$ cat src/rtl/morse_symbol_capture_pkg.sv
// Shared constants for the Morse letter capture block: state encodings,
// default timing parameters and symbol codes.
package morse_symbol_capture_pkg;

  localparam int unsigned DASH_MS_DEFAULT = 300;
  localparam int unsigned GAP_MS_DEFAULT  = 700;
  localparam int unsigned MAX_SYM_DEFAULT = 5;

  localparam int unsigned CODE_W = 5;
  localparam int unsigned LEN_W  = 3;
  localparam int unsigned CNT_W  = 10;

  localparam logic SYM_DOT  = 1'b0;
  localparam logic SYM_DASH = 1'b1;

  localparam logic [2:0] IDLE     = 3'd0;
  localparam logic [2:0] WAIT_KEY = 3'd1;
  localparam logic [2:0] PRESS    = 3'd2;
  localparam logic [2:0] GAP      = 3'd3;
  localparam logic [2:0] DONE     = 3'd4;

  function automatic logic classifyPress(input logic [CNT_W-1:0] pressMs,
                                         input int unsigned dashMs);
    return (32'(pressMs) >= dashMs) ? SYM_DASH : SYM_DOT;
  endfunction

endpackage

$ cat src/rtl/morse_symbol_capture_if.sv
// Result handshake between the Morse capture block and its consumer.
interface morse_symbol_capture_if;
  import morse_symbol_capture_pkg::*;

  logic [CODE_W-1:0] code;
  logic [LEN_W-1:0]  code_len;
  logic              timed_out;
  logic              code_valid;
  logic              code_ready;

  modport master (output code, code_len, timed_out, code_valid, input code_ready);
  modport slave  (input code, code_len, timed_out, code_valid, output code_ready);
endinterface

$ cat src/rtl/morse_symbol_capture_ms_duration_counter.sv
// 10-bit millisecond duration counter: clear has priority, increments on
// ms_tick and sticks at all-ones.
module ms_duration_counter
  import morse_symbol_capture_pkg::*;
(
  input  logic             clk,
  input  logic             rst,
  input  logic             clr,
  input  logic             inc,
  output logic [CNT_W-1:0] count
);

  always_ff @(posedge clk) begin
    if (rst || clr) begin
      count <= '0;
    end else if (inc && (count != '1)) begin
      count <= count + 1'b1;
    end
  end

endmodule

$ cat src/rtl/morse_symbol_capture.sv
// Captures one Morse letter from a debounced key: classifies presses as
// dots/dashes by duration and closes the letter on a long gap, full code or timeout.
module morse_symbol_capture
  import morse_symbol_capture_pkg::*;
#(
  parameter int unsigned DASH_MS = DASH_MS_DEFAULT,
  parameter int unsigned GAP_MS  = GAP_MS_DEFAULT,
  parameter int unsigned MAX_SYM = MAX_SYM_DEFAULT
) (
  input  logic clk,
  input  logic rst,
  input  logic start,
  input  logic key,
  input  logic ms_tick,
  input  logic timeout,
  output logic timer_en,
  output logic timer_clr,
  output logic busy,
  morse_symbol_capture_if.master res
);

  logic [2:0]       state;
  logic [CNT_W-1:0] msCount;
  logic             cntClr;
  logic             cntInc;
  logic [LEN_W-1:0] nextLen;
  logic             lenFull;
  logic             gapDone;

  ms_duration_counter u_msCounter (
    .clk   (clk),
    .rst   (rst),
    .clr   (cntClr),
    .inc   (cntInc),
    .count (msCount)
  );

  // Counter clears mirror the FSM edges; a coincident timeout suppresses them.
  always_comb begin
    cntClr = 1'b0;
    case (state)
      IDLE:     cntClr = start;
      WAIT_KEY: cntClr = key && !timeout;
      PRESS:    cntClr = !key && !timeout;
      GAP:      cntClr = key && !timeout;
      default:  cntClr = 1'b0;
    endcase
    cntInc  = ms_tick && ((state == PRESS) || (state == GAP));
    nextLen = res.code_len + 1'b1;
    lenFull = (32'(nextLen) >= MAX_SYM);
    gapDone = ms_tick && ((32'(msCount) + 32'd1) >= GAP_MS);
  end

  always_comb begin
    busy           = (state != IDLE);
    timer_en       = (state == WAIT_KEY) || (state == PRESS) || (state == GAP);
    res.code_valid = (state == DONE);
  end

  always_ff @(posedge clk) begin
    if (rst) begin
      state         <= IDLE;
      res.code      <= '0;
      res.code_len  <= '0;
      res.timed_out <= 1'b0;
      timer_clr     <= 1'b0;
    end else begin
      timer_clr <= 1'b0;
      case (state)
        IDLE: begin
          if (start) begin
            state         <= WAIT_KEY;
            res.code      <= '0;
            res.code_len  <= '0;
            res.timed_out <= 1'b0;
            timer_clr     <= 1'b1;
          end
        end
        WAIT_KEY: begin
          if (timeout) begin
            state         <= DONE;
            res.timed_out <= 1'b1;
          end else if (key) begin
            state <= PRESS;
          end
        end
        PRESS: begin
          if (timeout) begin
            state         <= DONE;
            res.timed_out <= 1'b1;
          end else if (!key) begin
            res.code     <= (res.code << 1) |
                            {{(CODE_W-1){1'b0}}, classifyPress(msCount, DASH_MS)};
            res.code_len <= nextLen;
            state        <= lenFull ? DONE : GAP;
          end
        end
        GAP: begin
          if (timeout) begin
            state         <= DONE;
            res.timed_out <= 1'b1;
          end else if (key) begin
            state <= PRESS;
          end else if (gapDone) begin
            state <= DONE;
          end
        end
        DONE: begin
          if (res.code_ready) begin
            state <= IDLE;
          end
        end
        default: state <= IDLE;
      endcase
    end
  end

endmodule

$ cat src/flat_wrapper.sv
// flat-port wrapper written by rule: the top's interface ports become plain ports
module morse_symbol_capture_flat import morse_symbol_capture_pkg::*;
#(
  parameter int unsigned DASH_MS = DASH_MS_DEFAULT,
  parameter int unsigned GAP_MS  = GAP_MS_DEFAULT,
  parameter int unsigned MAX_SYM = MAX_SYM_DEFAULT
)
  (clk, rst, start, key, ms_tick, timeout, timer_en, timer_clr, busy, res_code, res_code_len, res_timed_out, res_code_valid, res_code_ready);
  morse_symbol_capture_if res_i ();
  input  logic clk;
  input  logic rst;
  input  logic start;
  input  logic key;
  input  logic ms_tick;
  input  logic timeout;
  output logic timer_en;
  output logic timer_clr;
  output logic busy;
  output wire logic [$bits(res_i.code)-1:0] res_code;
  output wire logic [$bits(res_i.code_len)-1:0] res_code_len;
  output wire logic [$bits(res_i.timed_out)-1:0] res_timed_out;
  output wire logic [$bits(res_i.code_valid)-1:0] res_code_valid;
  input wire logic [$bits(res_i.code_ready)-1:0] res_code_ready;
  assign res_code = res_i.code;
  assign res_code_len = res_i.code_len;
  assign res_timed_out = res_i.timed_out;
  assign res_code_valid = res_i.code_valid;
  assign res_i.code_ready = res_code_ready;
  morse_symbol_capture #(.DASH_MS(DASH_MS), .GAP_MS(GAP_MS), .MAX_SYM(MAX_SYM)) u_core (.clk(clk), .rst(rst), .start(start), .key(key), .ms_tick(ms_tick), .timeout(timeout), .timer_en(timer_en), .timer_clr(timer_clr), .busy(busy), .res(res_i));
endmodule
$ cat config.mk
export PLATFORM = sky130hd
export DESIGN_NAME = morse_symbol_capture_flat
export DESIGN_NICKNAME = d
export VERILOG_FILES = /design/src/rtl/morse_symbol_capture_pkg.sv /design/src/rtl/morse_symbol_capture_if.sv /design/src/rtl/morse_symbol_capture_ms_duration_counter.sv /design/src/rtl/morse_symbol_capture.sv /design/src/flat_wrapper.sv
export SDC_FILE = /design/constraint.sdc
export NUM_CORES = 1
export LEC_CHECK = 0
export ABC_AREA = 1
export BUFFER_PORTS_ARGS = -buffer_cell sky130_fd_sc_hd__buf_2
export CAP_MARGIN = 10
export CORE_UTILIZATION = 38
export DETAILED_ROUTE_END_ITERATION = 8
export RECOVER_POWER = 25
export SLEW_MARGIN = 20
export SYNTH_ARGS = -nofsm -noshare
export SYNTH_HDL_FRONTEND = slang
export SYNTH_HIERARCHICAL = 1
export SYNTH_SLANG_ARGS = --single-unit
export TNS_END_PERCENT = 20
$ cat constraint.sdc
create_clock -name clk -period 1.74 [get_ports clk]
set_input_delay 0 -clock clk [delete_from_list [all_inputs] [get_ports clk]]
set_output_delay 0 -clock clk [all_outputs]
set_load 0.01 [all_outputs]
Word-level counts from Yosys, hierarchy flattened

Cells that the tools add are included.

Word-level logic and storage cells: 73
Bits in writable memories: 0
Memories kept: 0
Bits in registers: 23
Latch bits: 0
Bits in read-only memories: 0

Magnitude comparators: 3
Bitwise gates (word level): 2
Mux-type cells: 25
$mul: 0
Add/sub/neg operators: 3
Shifts and indexed selects: 0
Divide/modulo/power cells: 0
Equal/unequal tests: 13
Reductions and logical operators: 21

Operator list:

| operator              | count |
|---|---|
| $mux 3                | 13 |
| $ge 32x10->1 const B  | 1 |
| $mux 5                | 3 |
| $pmux 3 s5            | 1 |
| $add 10x1->11 const B | 1 |
| $add 10x1->10 const B | 1 |
| $ge 10x9->1 const B   | 1 |
| $ne 10x10->1 const B  | 1 |
| $pmux 5 s2            | 1 |
| $eq 3x2->1 const B    | 2 |
| $ne 2x2->1 const B    | 3 |
| $ne 3x3->1 const B    | 2 |
| $pmux 3 s2            | 1 |
| $logic_and 1x1->1     | 5 |
| $or 5x1->5            | 1 |
| $reduce_and 5->1      | 1 |
| $logic_or 1x1->1      | 4 |
| $mux 1                | 4 |
| $ne 2x1->1 const B    | 2 |
| $ne 4x3->1 const B    | 1 |
| $reduce_and 4->1      | 1 |
| $reduce_bool 2->1     | 2 |
| $reduce_or 2->1       | 2 |
| $add 3x1->3 const B   | 1 |
| other kinds (11)      | 12 |

Logic depth before layout (Yosys ltp)

Gate-level depths: netlist of the first run.

Depth after elaboration: 7
Gate-level depth with buffers: 12
Gate-level depth less buffers: 12

Cells and area by module

Netlist of the first run, hierarchy kept.

Modules (own cells, without submodules):

| module               | instances | sequential area each (um2) | cells an instance | area an instance (um2) |
|---|---|---|---|---|
| morse_symbol_capture | 1         | 260.2                      | 128               | 833.3 |
| ms_duration_counter  | 1         | 200.2                      | 96                | 600.6 |

Least setup slack after synthesis of the first run

Ideal clock, no wire load.

Kind: reg-to-reg
Start point: register u_core.res.code_len[0]
End point: register u_core.state[0]
Buffers on the path: 0
Setup time: 0.056 ns
Setup slack: 0.265 ns
Required time: 1.684 ns
Data arrival time: 1.419 ns
Stages on the path, launching flop included: 11
Clock period less this slack: 1.475 ns
Cell sequence: dfxtp_1 > inv_1 > ha_1 > nand3b_1 > nand2_1 > nand2_1 > inv_1 > nor2_1 > o31ai_1 > nand2_1 > inv_1

Longest elaborated chain between the ends: 6

RTL lines:

| what                     | RTL line                      | source |
|---|---|---|
| start: declaration       | morse_symbol_capture_if.sv:11 | `modport master (output code, code_len, timed_out, code_valid, input code_ready);` |
| start signal: assignment | morse_symbol_capture.sv:94    | `res.code_len <= nextLen;` |
| $add 3x1->3              | morse_symbol_capture.sv:49    | `nextLen = res.code_len + 1'b1;` |
| $ge 3x3->1               | morse_symbol_capture.sv:50    | `lenFull = (32'(nextLen) >= MAX_SYM);` |
| $mux 3                   | morse_symbol_capture.sv:95    | `state <= lenFull ? DONE : GAP;` |
| $mux 3                   | morse_symbol_capture.sv:91    | `end else if (!key) begin` |
| $mux 3                   | morse_symbol_capture.sv:88    | `if (timeout) begin` |
| $pmux 3 s5               | morse_symbol_capture.sv:69    | `case (state)` |
| end signal: assignment   | morse_symbol_capture.sv:95    |  |
| end: declaration         | morse_symbol_capture.sv:22    | `logic [2:0] state;` |

No other way between the ends. The select of a mux whose other input is x is not followed.
A chain may end at the register's enable or synchronous reset.

Worst setup path after layout of the first run

Ends and elaborated chain as after synthesis.

==> run_results.csv, run 1 <==
group,metric,value,unit
grt,grt.overflow.total,0,
drt,vias,1319,
timing,drv_slew,0,
cts,clock-sinks,23,
final_layout,layout-drive-gt1-share,14.6,%
cts,cts_hold_buffers,0,
logic_synthesis,ys_ff_latch,23,
cts,clk_path_buf_depth,2,
hold_path,min_to,"u_core/timer_clr",
hold_path,hold_class,"primary input to flip-flop",
grt,busiest_layer,"met2",
logic_synthesis,yosys_warnings,6,
timing,max_freq,0.659,GHz
floorplanning,die_w,63.4,um
setup_path,rr_startpoint,"u_core/res.code_len[0]",
logic_synthesis,ys.flop_type,"dfxtp_1",
setup_path,rr_endpoint,"u_core/state[0]",
power_and_ir_drop,ir_drop,0.521,mV
setup_path,rr_worst_depth,10,
logic_synthesis,synth_seq_area_share,32.1,%
floorplanning,coreArea,0.00347,sq mm
grt,grt_pass1_wl,5.10,mm
hold_path,hold_depth,3,
setup_path,r2r_slack,0.22,ns
hold_path,hp-start,"start",
timing,tns,0,ns
logic_synthesis,netlist_area,0.00143,sq mm
cts,cts_buffers,3,
timing,rsz0062_at_grt,"false",
final_layout,nets,257,
setup_path,endpoint_kind,"flip-flop",
floorplanning,initial_core_util,41.3,%
floorplanning,dieArea,0.00402,sq mm
setup_path,crit_path_start_kind,"flip-flop",
logic_synthesis,syn_nets,234,
setup_path,cp.required,1.95,ns
timing,finalClockSkew,0.00390,ns
floorplanning,ios,20,
grt,gr-usage-met1,20.2,%
floorplanning,die_h,63.4,um
grt,use_met2,26.6,%
timing,fin_crit_sh,87.2,%
power_and_ir_drop,finalPower,0.00185,W
grt,antenna_found_initial,0,
drt,wl,2.86,mm
cts,post-cts-setup-buffer-count,0,
grt,met3_usage,4.35,%
setup_path,arrival,1.73,ns
logic_synthesis,synth-edff-count,0,
drt,vias_per_cell,4.52,
power_and_ir_drop,p_leak,0.715,nW
cts,clk_pin_slew_worst_paths,0.08,ns
cts,clk_latency,0.26,ns
logic_synthesis,async_reset_ff_share,0,%
outcome,run_status,"finished, final reports clean",
drt,dr.pass1.iters,4,
cts,h-tree-depth,1,
timing,post-route-min-period,1.52,ns
final_layout,syn_to_final_growth,12.9,%
logic_synthesis,synth_cell_types,30,
place,hpwl,2.23,mm
power_and_ir_drop,power_density,1140,mW/mm^2
drt,wl_per_cell,9.80,um
final_layout,n_fill_cell,397,
logic_synthesis,syn_inst,224,
logic_synthesis,syn_area_per_cell,6.40,sq um
drt,final_antenna_net_count,0,
timing,worst_slew_pin_slew,0.368,ns
grt,first_global_vias,1186,
setup_path,crit_fanout,4,
final_layout,final_area,0.00162,sq mm
place,dpl_cell_area,0.00158,sq mm
timing,setup_viol,0,
floorplanning,fp-row-count,21,
drt,drc,0,
grt,grt_use_total,16.0,%
final_layout,post-route-util,46.7,%
flow_run,timing.max_cap.violations,0,
drt,drt_first_iter_violations,44,
timing,relSlewSlack,75.4,%
cts,post_cts_resized,0,
setup_path,critical_path_class,"flip-flop to flip-flop",
cts,cts_root_buffer,"clkbuf_8",
final_layout,diodes,0,
grt,grt_max_degree,14,
place,gp_congestion,0.879,
cts,cts_tree,"done",
place,portBuffers,19,
timing,timing_hold_violations_final,0,
[where the power goes]
group	internal, W	leakage (nW)	total (W)	switching (W)
clock network	0.000159	0.0255	0.000325	0.000165
logic	0.000311	0.503	0.000864	0.000553
registers	0.000586	0.187	0.000657	0.0000716
total	0.00106	0.715	0.00185	0.000790
[critical path, cell delays in order (launching register included)]
cell and delay [ns]:
dfxtp_2 0.35, inv_1 0.07, ha_1 0.30, nand3b_1 0.15
nand2_1 0.10, nand2_1 0.06, inv_1 0.07, nor2_1 0.04
o31ai_1 0.19, nand2_1 0.09, inv_1 0.05
[Yosys cell counts (all sizes together), types with 2 or more instances]
master	count	area, sq um
o21ai	6	56.3
clkinv	3	11.3
nand4	3	18.8
nand2	68	265
buf	3	20.0
inv	37	144
nor2	37	184
nand3	15	92.6
ha	3	37.5
a21oi	19	95.1
nand3b	2	15.0
dfxtp	23	460
[cells by family (layout without fill, tap and decap cells)]
family | Yosys count | in the layout | synth area share [%]
buffers and inverters | 43 | 65 | 12.2
adder cells (fa/ha/maj) | 3 | 3 | 2.62
AO/OA/AOI/OAI | 28 | 28 | 12.0
AND/OR/NAND/NOR | 127 | 127 | 41.0
flip-flops | 23 | 23 | 32.1
[layout make-up]
| type | instances | area [sq um] | area share [%] |
|---|---|---|---|
| Timing Repair Buffer | 21 | 100 | 6.18 |
| Clock inverter | 1 | 5.00 | 0.309 |
| Tap cell | 46 | 57.6 | 3.55 |
| Sequential cell | 23 | 462 | 28.5 |
| Multi-Input combinational cell | 158 | 798 | 49.3 |
| Inverter | 40 | 155 | 9.58 |
| Clock buffer | 3 | 41.3 | 2.55 |
[worst max-delay path by stage]
stage,slack (ns),end,start,cells past startpoint
5_1_grt,0.01,u_core/state[0],u_core/res.code_len[0],10
4_1_cts,0.14,u_core/state[0],u_core/res.code_len[0],10
3_3_place_gp,0.18,u_core/state[0],u_core/res.code_len[0],10
3_5_place_dp,0.17,u_core/state[0],u_core/res.code_len[0],10
2_1_floorplan,0.26,u_core/state[0],u_core/res.code_len[0],10
6_report,0.22,u_core/state[0],u_core/res.code_len[0],10
[metal layers]
layer / share of wire, % / up-vias / wire length (um)
met5: 0 / - / 0
met4: 0.77 / 0 / 22
met3: 3.7 / 2 / 105
met2: 45 / 17 / 1280
met1: 51 / 561 / 1460
li1: - / 739 / -
[sequential cells by signal, indices dropped and copies added, names as in the netlist]
signal,flops
u_core/timer_clr,1
u_core/u_msCounter/count,10
u_core/res.code_len,3
u_core/res.timed_out,1
u_core/res.code,5
u_core/state,3
[per-stage QoR]
| stage | instances | hold slack [ns] | setup slack (ns) |
|---|---|---|---|
| 3_3_place_gp | 288 | 0.322 | 0.180 |
| 4_1_cts | 292 | 0.0496 | 0.140 |
| 2_1_floorplan | 224 | 0.149 | 0.265 |
| 5_1_grt | 292 | 0.0666 | 0.0108 |
| 3_5_place_dp | 288 | 0.324 | 0.170 |
| 6_report | 292 | 0.0591 | 0.223 |
[placed cells by master (no fill, tap or decap), types with 4 or more instances in the layout]
cell and n:
nand2_1 64, inv_1 33, nor2_1 32, dfxtp_1 22, a21oi_1 19, nand3_1 13, buf_2 11, clkbuf_1 8
nand2_2 4
No activity file was read; power rests on OpenSTA's default activity.
==> inputs of run 2 (changes only) <==
--- a/config.mk
+++ b/config.mk
@@ -9,8 +9,10 @@
 export BUFFER_PORTS_ARGS = -buffer_cell sky130_fd_sc_hd__buf_2
 export CAP_MARGIN = 10
 export CORE_UTILIZATION = 38
+export CTS_BUF_LIST = sky130_fd_sc_hd__clkbuf_4 sky130_fd_sc_hd__clkbuf_8
 export DETAILED_ROUTE_END_ITERATION = 8
 export RECOVER_POWER = 25
+export REMOVE_ABC_BUFFERS = 1
 export SLEW_MARGIN = 20
 export SYNTH_ARGS = -nofsm -noshare
 export SYNTH_HDL_FRONTEND = slang
==> run 2 against run 1 <==
Compared with the run above:
- via count is 3.3% higher
- sequential power barely moved
- combinational power decreased by 0.5%
- clock power is 4% higher
- first-iteration DRC count did not move
- hold slack barely moved
- setup slack worse by 0.017 ns
- sequential cell count stayed put
- power rose by 0.64%
- critical path depth stayed put
- global-route usage grew 0.088 points
- critical endpoint unchanged
- largest power group unchanged
==> run_results.csv, run 2 (synthesis results as in run 1) <==
group,metric,value,unit
setup_path,critical-path-slowest-cell,"dfxtp_1",
power_and_ir_drop,combPwrFrac,46.3,%
cts,cts_buffers,3,
power_and_ir_drop,p_leak,0.710,nW
place,hpwl,2.29,mm
hold_path,hold_class,"primary input to flip-flop",
power_and_ir_drop,ir_drop,0.662,mV
drt,dr.pass1.iters,4,
timing,tns,0,ns
floorplanning,die_w,63.4,um
final_layout,nets,257,
floorplanning,fp-row-count,21,
setup_path,arrival,1.75,ns
setup_path,endpoint_kind,"flip-flop",
cts,cts_root_buffer,"clkbuf_8",
final_layout,largest_registers,"u_core/u_msCounter/count x10, u_core/res.code x5",
cts,post_cts_resized,0,
drt,drt_first_iter_violations,44,
power_and_ir_drop,pwr-share-seq,35.5,%
setup_path,cp.required,1.96,ns
final_layout,layout-drive-gt1-share,13.8,%
power_and_ir_drop,switching_share,43.3,%
final_layout,largest_reg_flops,10,
cts,clk_pin_slew_worst_paths,0.09,ns
cts,cts_tree,"done",
timing,drv_slew,0,
drt,vias_per_cell,4.66,
cts,clock-sinks,23,
final_layout,final_common_cell,"nand2_1",
cts,post-cts-setup-buffer-count,0,
cts,clk_path_buf_depth,2,
place,dp.cells,288,
final_layout,final_cells,292,
drt,wl,3.00,mm
final_layout,diodes,0,
setup_path,crit_fanout,4,
floorplanning,ios,20,
timing,setup_viol,0,
grt,grt_use_total,16.1,%
cts,clk_latency,0.27,ns
setup_path,path_buf_inv,3,
floorplanning,coreArea,0.00347,sq mm
timing,fin_crit_sh,88.2,%
final_layout,syn_to_final_growth,12.7,%
timing,max_freq,0.652,GHz
place,gp_congestion,0.851,
flow_run,timing.max_cap.violations,0,
drt,final_antenna_net_count,0,
drt,vias,1362,
timing,relSlewSlack,76.1,%
setup_path,slowest_delay,0.38,ns
power_and_ir_drop,p_sw,0.000804,W
drt,wl_per_cell,10.3,um
final_layout,regMostFlops,"u_core/u_msCounter/count",
setup_path,critical_path_class,"flip-flop to flip-flop",
grt,grt_pass1_wl,5.15,mm
power_and_ir_drop,internal-power,0.00105,W
timing,worst_slew_pin_slew,0.358,ns
timing,post-route-min-period,1.53,ns
grt,grt.overflow.total,0,
power_and_ir_drop,power_density,1150,mW/mm^2
timing,rsz0062_at_grt,"false",
floorplanning,dieArea,0.00402,sq mm
floorplanning,die_h,63.4,um
cts,cts_hold_buffers,0,
timing,timing_hold_violations_final,0,
cts,h-tree-depth,1,
floorplanning,initial_core_util,41.3,%
timing,finalClockSkew,0.00442,ns
power_and_ir_drop,pwr-share-clk,18.2,%
drt,drc,0,
place,portBuffers,19,
setup_path,worst_path_dominant_cell_family,"simple AND/OR/NAND/NOR gates",
outcome,run_status,"finished, final reports clean",
final_layout,mostFrequentLayoutCells,"nand2_1 (64), inv_1 (33), nor2_1 (32), dfxtp_1 (23), a21oi_1 (19)",
setup_path,crit_path_start_kind,"flip-flop",
grt,grt_max_degree,14,
grt,first_global_vias,1189,
setup_path,crit_chain,"inv_1 -> ha_1 -> nand3b_1 -> nand2_1 -> nand2_1 -> inv_1 -> nor2_1 -> o31ai_1 -> nand2_1 -> inv_1",
grt,antenna_found_initial,0,
run 2: final cells by class:
class | instances | area, sq um
fill | 402 | 1850
multi-input combinational | 158 | 798
sequential | 23 | 460
inverter | 40 | 155
timing repair buffer | 21 | 98.8
tap | 46 | 57.6
clock buffer | 3 | 41.3
clock inverter | 1 | 5.00
run 2: power by group through the flow:
stage                     clock [W]  sequential, W  combinational, W
after floorplan                   0       0.000669          0.000659
after global placement            0       0.000670          0.000877
after detailed placement          0       0.000671          0.000871
after CTS                  0.000355       0.000659          0.000874
after global routing       0.000371       0.000669          0.000974
final                      0.000338       0.000660          0.000860
run 2: worst min-delay path, cell delays in order:
cell     delay [ns]
buf_2          0.09
nand2_2        0.10
nor2_1         0.09
run 2: metrics by stage:
step | total power (W) | setup WS (ns) | util (%) | hold WS [ns] | cell area (sq um)
2_1_floorplan | 0.00133 | 0.226 | - | 0.0691 | 1410
3_3_place_gp | 0.00155 | 0.240 | 45.6 | 0.333 | 1580
3_5_place_dp | 0.00154 | 0.237 | 45.6 | 0.330 | 1580
4_1_cts | 0.00189 | 0.211 | 46.9 | 0.0470 | 1630
5_1_grt | 0.00201 | 0.0456 | 46.6 | 0.0838 | 1620
6_report | 0.00186 | 0.206 | 46.6 | 0.0588 | 1620
run 2: worst paths after layout:
kind                                              from              endpoint  slack [ns]  depth (start not counted)
worst max-delay path            u_core/res.code_len[0]       u_core/state[0]        0.21                         10
worst min-delay path                             start      u_core/timer_clr        0.06                          3
worst max register to register  u_core/res.code_len[0]       u_core/state[0]        0.21                         10
worst min register to register    u_core/res.timed_out  u_core/res.timed_out        0.48                          2
run 2: layer usage:
metal / track usage, % / part of all wire (%) / wire, um / vias to the layer above
li1: - / - / - / 739
met1: 21.1 / 51 / 1530 / 594
met2: 25.5 / 44 / 1330 / 27
met3: 4.35 / 4.1 / 122 / 2
met4: 4.83 / 0.80 / 24 / 0
met5: 0 / 0 / 0 / -
==> inputs of run 3 (changes only) <==
--- a/config.mk
+++ b/config.mk
@@ -7,9 +7,10 @@
 export LEC_CHECK = 0
 export ABC_AREA = 1
 export BUFFER_PORTS_ARGS = -buffer_cell sky130_fd_sc_hd__buf_2
-export CAP_MARGIN = 10
+export CAP_MARGIN = 20
+export CORE_MARGIN = 2
 export CORE_UTILIZATION = 38
-export CTS_BUF_LIST = sky130_fd_sc_hd__clkbuf_4 sky130_fd_sc_hd__clkbuf_8
+export CTS_BUF_LIST = sky130_fd_sc_hd__clkbuf_4
 export DETAILED_ROUTE_END_ITERATION = 8
 export RECOVER_POWER = 25
 export REMOVE_ABC_BUFFERS = 1
==> run 3 against run 2 <==
Compared with the run above:
- sequential share of layout area up 0.20 points
- utilization down 2.4 points
- maximum frequency down 3.0%
- sequential cell count unchanged
- clock skew up 0.0035 ns
- sequential power about the same
- non-clock buffer count unchanged
- via count down 1.3%
- clock power down 21%
- setup slack worse by 0.048 ns
- die area up 6.4%
- global-route usage down 1.5 points
- largest cell class unchanged
==> run_results.csv, run 3 (synthesis results as in run 1) <==
group,metric,value,unit
setup_path,r2r_slack,0.16,ns
setup_path,crit_chain,"inv_1 -> ha_1 -> nand3b_1 -> nand2_1 -> nand2_1 -> inv_1 -> nor2_1 -> o31ai_1 -> nand2_1 -> inv_1",
hold_path,hold_depth,3,
final_layout,largest_registers,"u_core/u_msCounter/count x10, u_core/res.code x5",
drt,topRoutingLayerUsed,"met4",
timing,setup_viol,0,
final_layout,regMostFlops,"u_core/u_msCounter/count",
cts,post_cts_resized,0,
setup_path,critPathLaunch,"u_core/res.code_len[0]",
setup_path,crit_path_start_kind,"flip-flop",
timing,rsz0062_at_grt,"false",
timing,worst_slew_pin_slew,0.366,ns
cts,clk_pin_slew_worst_paths,0.13,ns
timing,drv_slew,0,
floorplanning,die_h,65.4,um
setup_path,critical-path-slowest-cell,"dfxtp_1",
drt,m1WireLength,1.53,mm
drt,drc,0,
power_and_ir_drop,internal-power,0.000994,W
grt,first_global_vias,1149,
power_and_ir_drop,switching_share,44.3,%
power_and_ir_drop,combPwrFrac,48.1,%
cts,cts_tree,"done",
hold_path,hp-start,"timeout",
setup_path,crit_fanout,4,
setup_path,rr_endpoint,"u_core/state[0]",
final_layout,syn_to_final_growth,12.0,%
drt,wl_met2,1.31,mm
place,portBuffers,19,
setup_path,arrival,1.85,ns
cts,clk_path_buf_depth,2,
setup_path,path_buf_inv,3,
final_layout,layout-drive-gt1-share,13.4,%
floorplanning,initial_core_util,39.5,%
final_layout,mostFrequentLayoutCells,"nand2_1 (64), inv_1 (33), nor2_1 (32), dfxtp_1 (23), a21oi_1 (19)",
timing,finalClockSkew,0.00795,ns
place,place_ws,0.216,ns
final_layout,final_common_cell,"nand2_1",
drt,final_antenna_net_count,0,
floorplanning,dieArea,0.00428,sq mm
hold_path,min_to,"u_core/res.timed_out",
floorplanning,coreArea,0.00363,sq mm
timing,postLayoutSetupSlackWorst,0.158,ns
cts,clock-sinks,23,
timing,fin_crit_sh,90.9,%
grt,grt_max_degree,14,
outcome,run_status,"finished, final reports clean",
setup_path,critical_path_class,"flip-flop to flip-flop",
place,hpwl,2.19,mm
setup_path,endpoint_kind,"flip-flop",
setup_path,slowest_delay,0.40,ns
cts,post-cts-setup-buffer-count,0,
drt,vias_per_cell,4.57,
hold_path,hold_class,"primary input to flip-flop",
final_layout,n_fill_cell,411,
cts,cts_buffers,3,
floorplanning,die_w,65.4,um
floorplanning,ios,20,
floorplanning,fp-row-count,22,
drt,dr.pass1.iters,4,
cts,cts_root_buffer,"clkbuf_4",
grt,grt.overflow.total,0,
final_layout,final_area,0.00161,sq mm
setup_path,worst_path_dominant_cell_family,"simple AND/OR/NAND/NOR gates",
final_layout,diodes,0,
drt,wl,2.98,mm
grt,grt_pass1_wl,4.93,mm
power_and_ir_drop,p_sw,0.000790,W
setup_path,rr_worst_depth,10,
grt,antenna_found_initial,0,
timing,timing_hold_violations_final,0,
final_layout,largest_reg_flops,10,
drt,wl_met3,115,um
timing,max_freq,0.632,GHz
timing,relSlewSlack,75.5,%
setup_path,cp.required,2.01,ns
power_and_ir_drop,pwr-share-seq,37.0,%
power_and_ir_drop,power_density,1110,mW/mm^2
flow_run,timing.max_cap.violations,0,
power_and_ir_drop,pwr-share-clk,15.0,%
cts,clk_latency,0.31,ns
power_and_ir_drop,ir_drop,0.479,mV
timing,tns,0,ns
drt,wl_per_cell,10.1,um
setup_path,rr_startpoint,"u_core/res.code_len[0]",
place,gp_congestion,0.820,
power_and_ir_drop,p_leak,0.702,nW
timing,post-route-min-period,1.58,ns
drt,drt_first_iter_violations,73,
place,dpl_cell_area,0.00158,sq mm
final_layout,nets,257,
grt,grt_use_total,14.7,%
cts,h-tree-depth,1,
drt,vias,1344,
-- run 3: cell types whose count changed in the layout (fill, tap and decap cells not counted) --
cell	previous run	this run
clkinv_2	1	0
clkbuf_8	3	0
clkbuf_4	0	4
buf_4	2	1
dlygate4sd3_1	0	1
-- run 3: per-stage QoR --
stage / util (%) / cells / power [W] / hold WS [ns]
final: 44.2 / 294 / 0.00178 / 0.0230
after global routing: 44.2 / 294 / 0.00193 / 0.0229
after CTS: 44.5 / 294 / 0.00182 / 0.00554
after detailed placement: 43.4 / 289 / 0.00154 / 0.330
after global placement: 43.4 / 289 / 0.00154 / 0.328
after floorplan: - / 221 / 0.00133 / 0.0691
-- run 3: worst reg2reg max path: cells and delay by family, from the launching register on --
kind,cells,cell delay [ns]
buffers and inverters,3,0.21
flip-flops,1,0.40
AO/OA/AOI/OAI,1,0.20
adder cells (fa/ha/maj),1,0.30
AND/OR/NAND/NOR,5,0.43
-- run 3: worst max path at each step --
stage                             endpoint  depth (start not counted)
6_report                   u_core/state[0]                         10
5_1_grt                    u_core/state[0]                         10
4_1_cts                    u_core/state[0]                         10
3_5_place_dp               u_core/state[0]                         10
3_3_place_gp               u_core/state[0]                         10
2_1_floorplan  u_core/u_msCounter/count[4]                          7
-- run 3: area by class of cell --
type | instances | area, sq um | share of cell area (%)
Inverter | 40 | 155 | 9.66
Timing Repair Buffer | 21 | 101 | 6.31
Multi-Input combinational cell | 158 | 798 | 49.7
Clock buffer | 4 | 30.0 | 1.87
Tap cell | 48 | 60.1 | 3.74
Sequential cell | 23 | 460 | 28.7
-- run 3: timing repair --
| action | in CTS | in global routing |
|---|---|---|
| endpoints found under the setup margin | 0 | 0 |
| hold endpoints to repair | 1 | 0 |
| hold buffers | 1 | 0 |
-- run 3: power by group through the flow --
stage | sequential (W) | combinational [W] | clock [W]
floorplan | 0.000669 | 0.000659 | 0
global placement | 0.000670 | 0.000868 | 0
detailed placement | 0.000672 | 0.000865 | 0
CTS | 0.000660 | 0.000872 | 0.000289
global route | 0.000668 | 0.000968 | 0.000298
finish | 0.000659 | 0.000858 | 0.000267
-- run 3: routing by layer --
metal,global-route usage [%],vias up
met2,24.1,24
met1,19.4,580
met3,2.23,2
met5,0,-
met4,5.47,0
li1,-,738
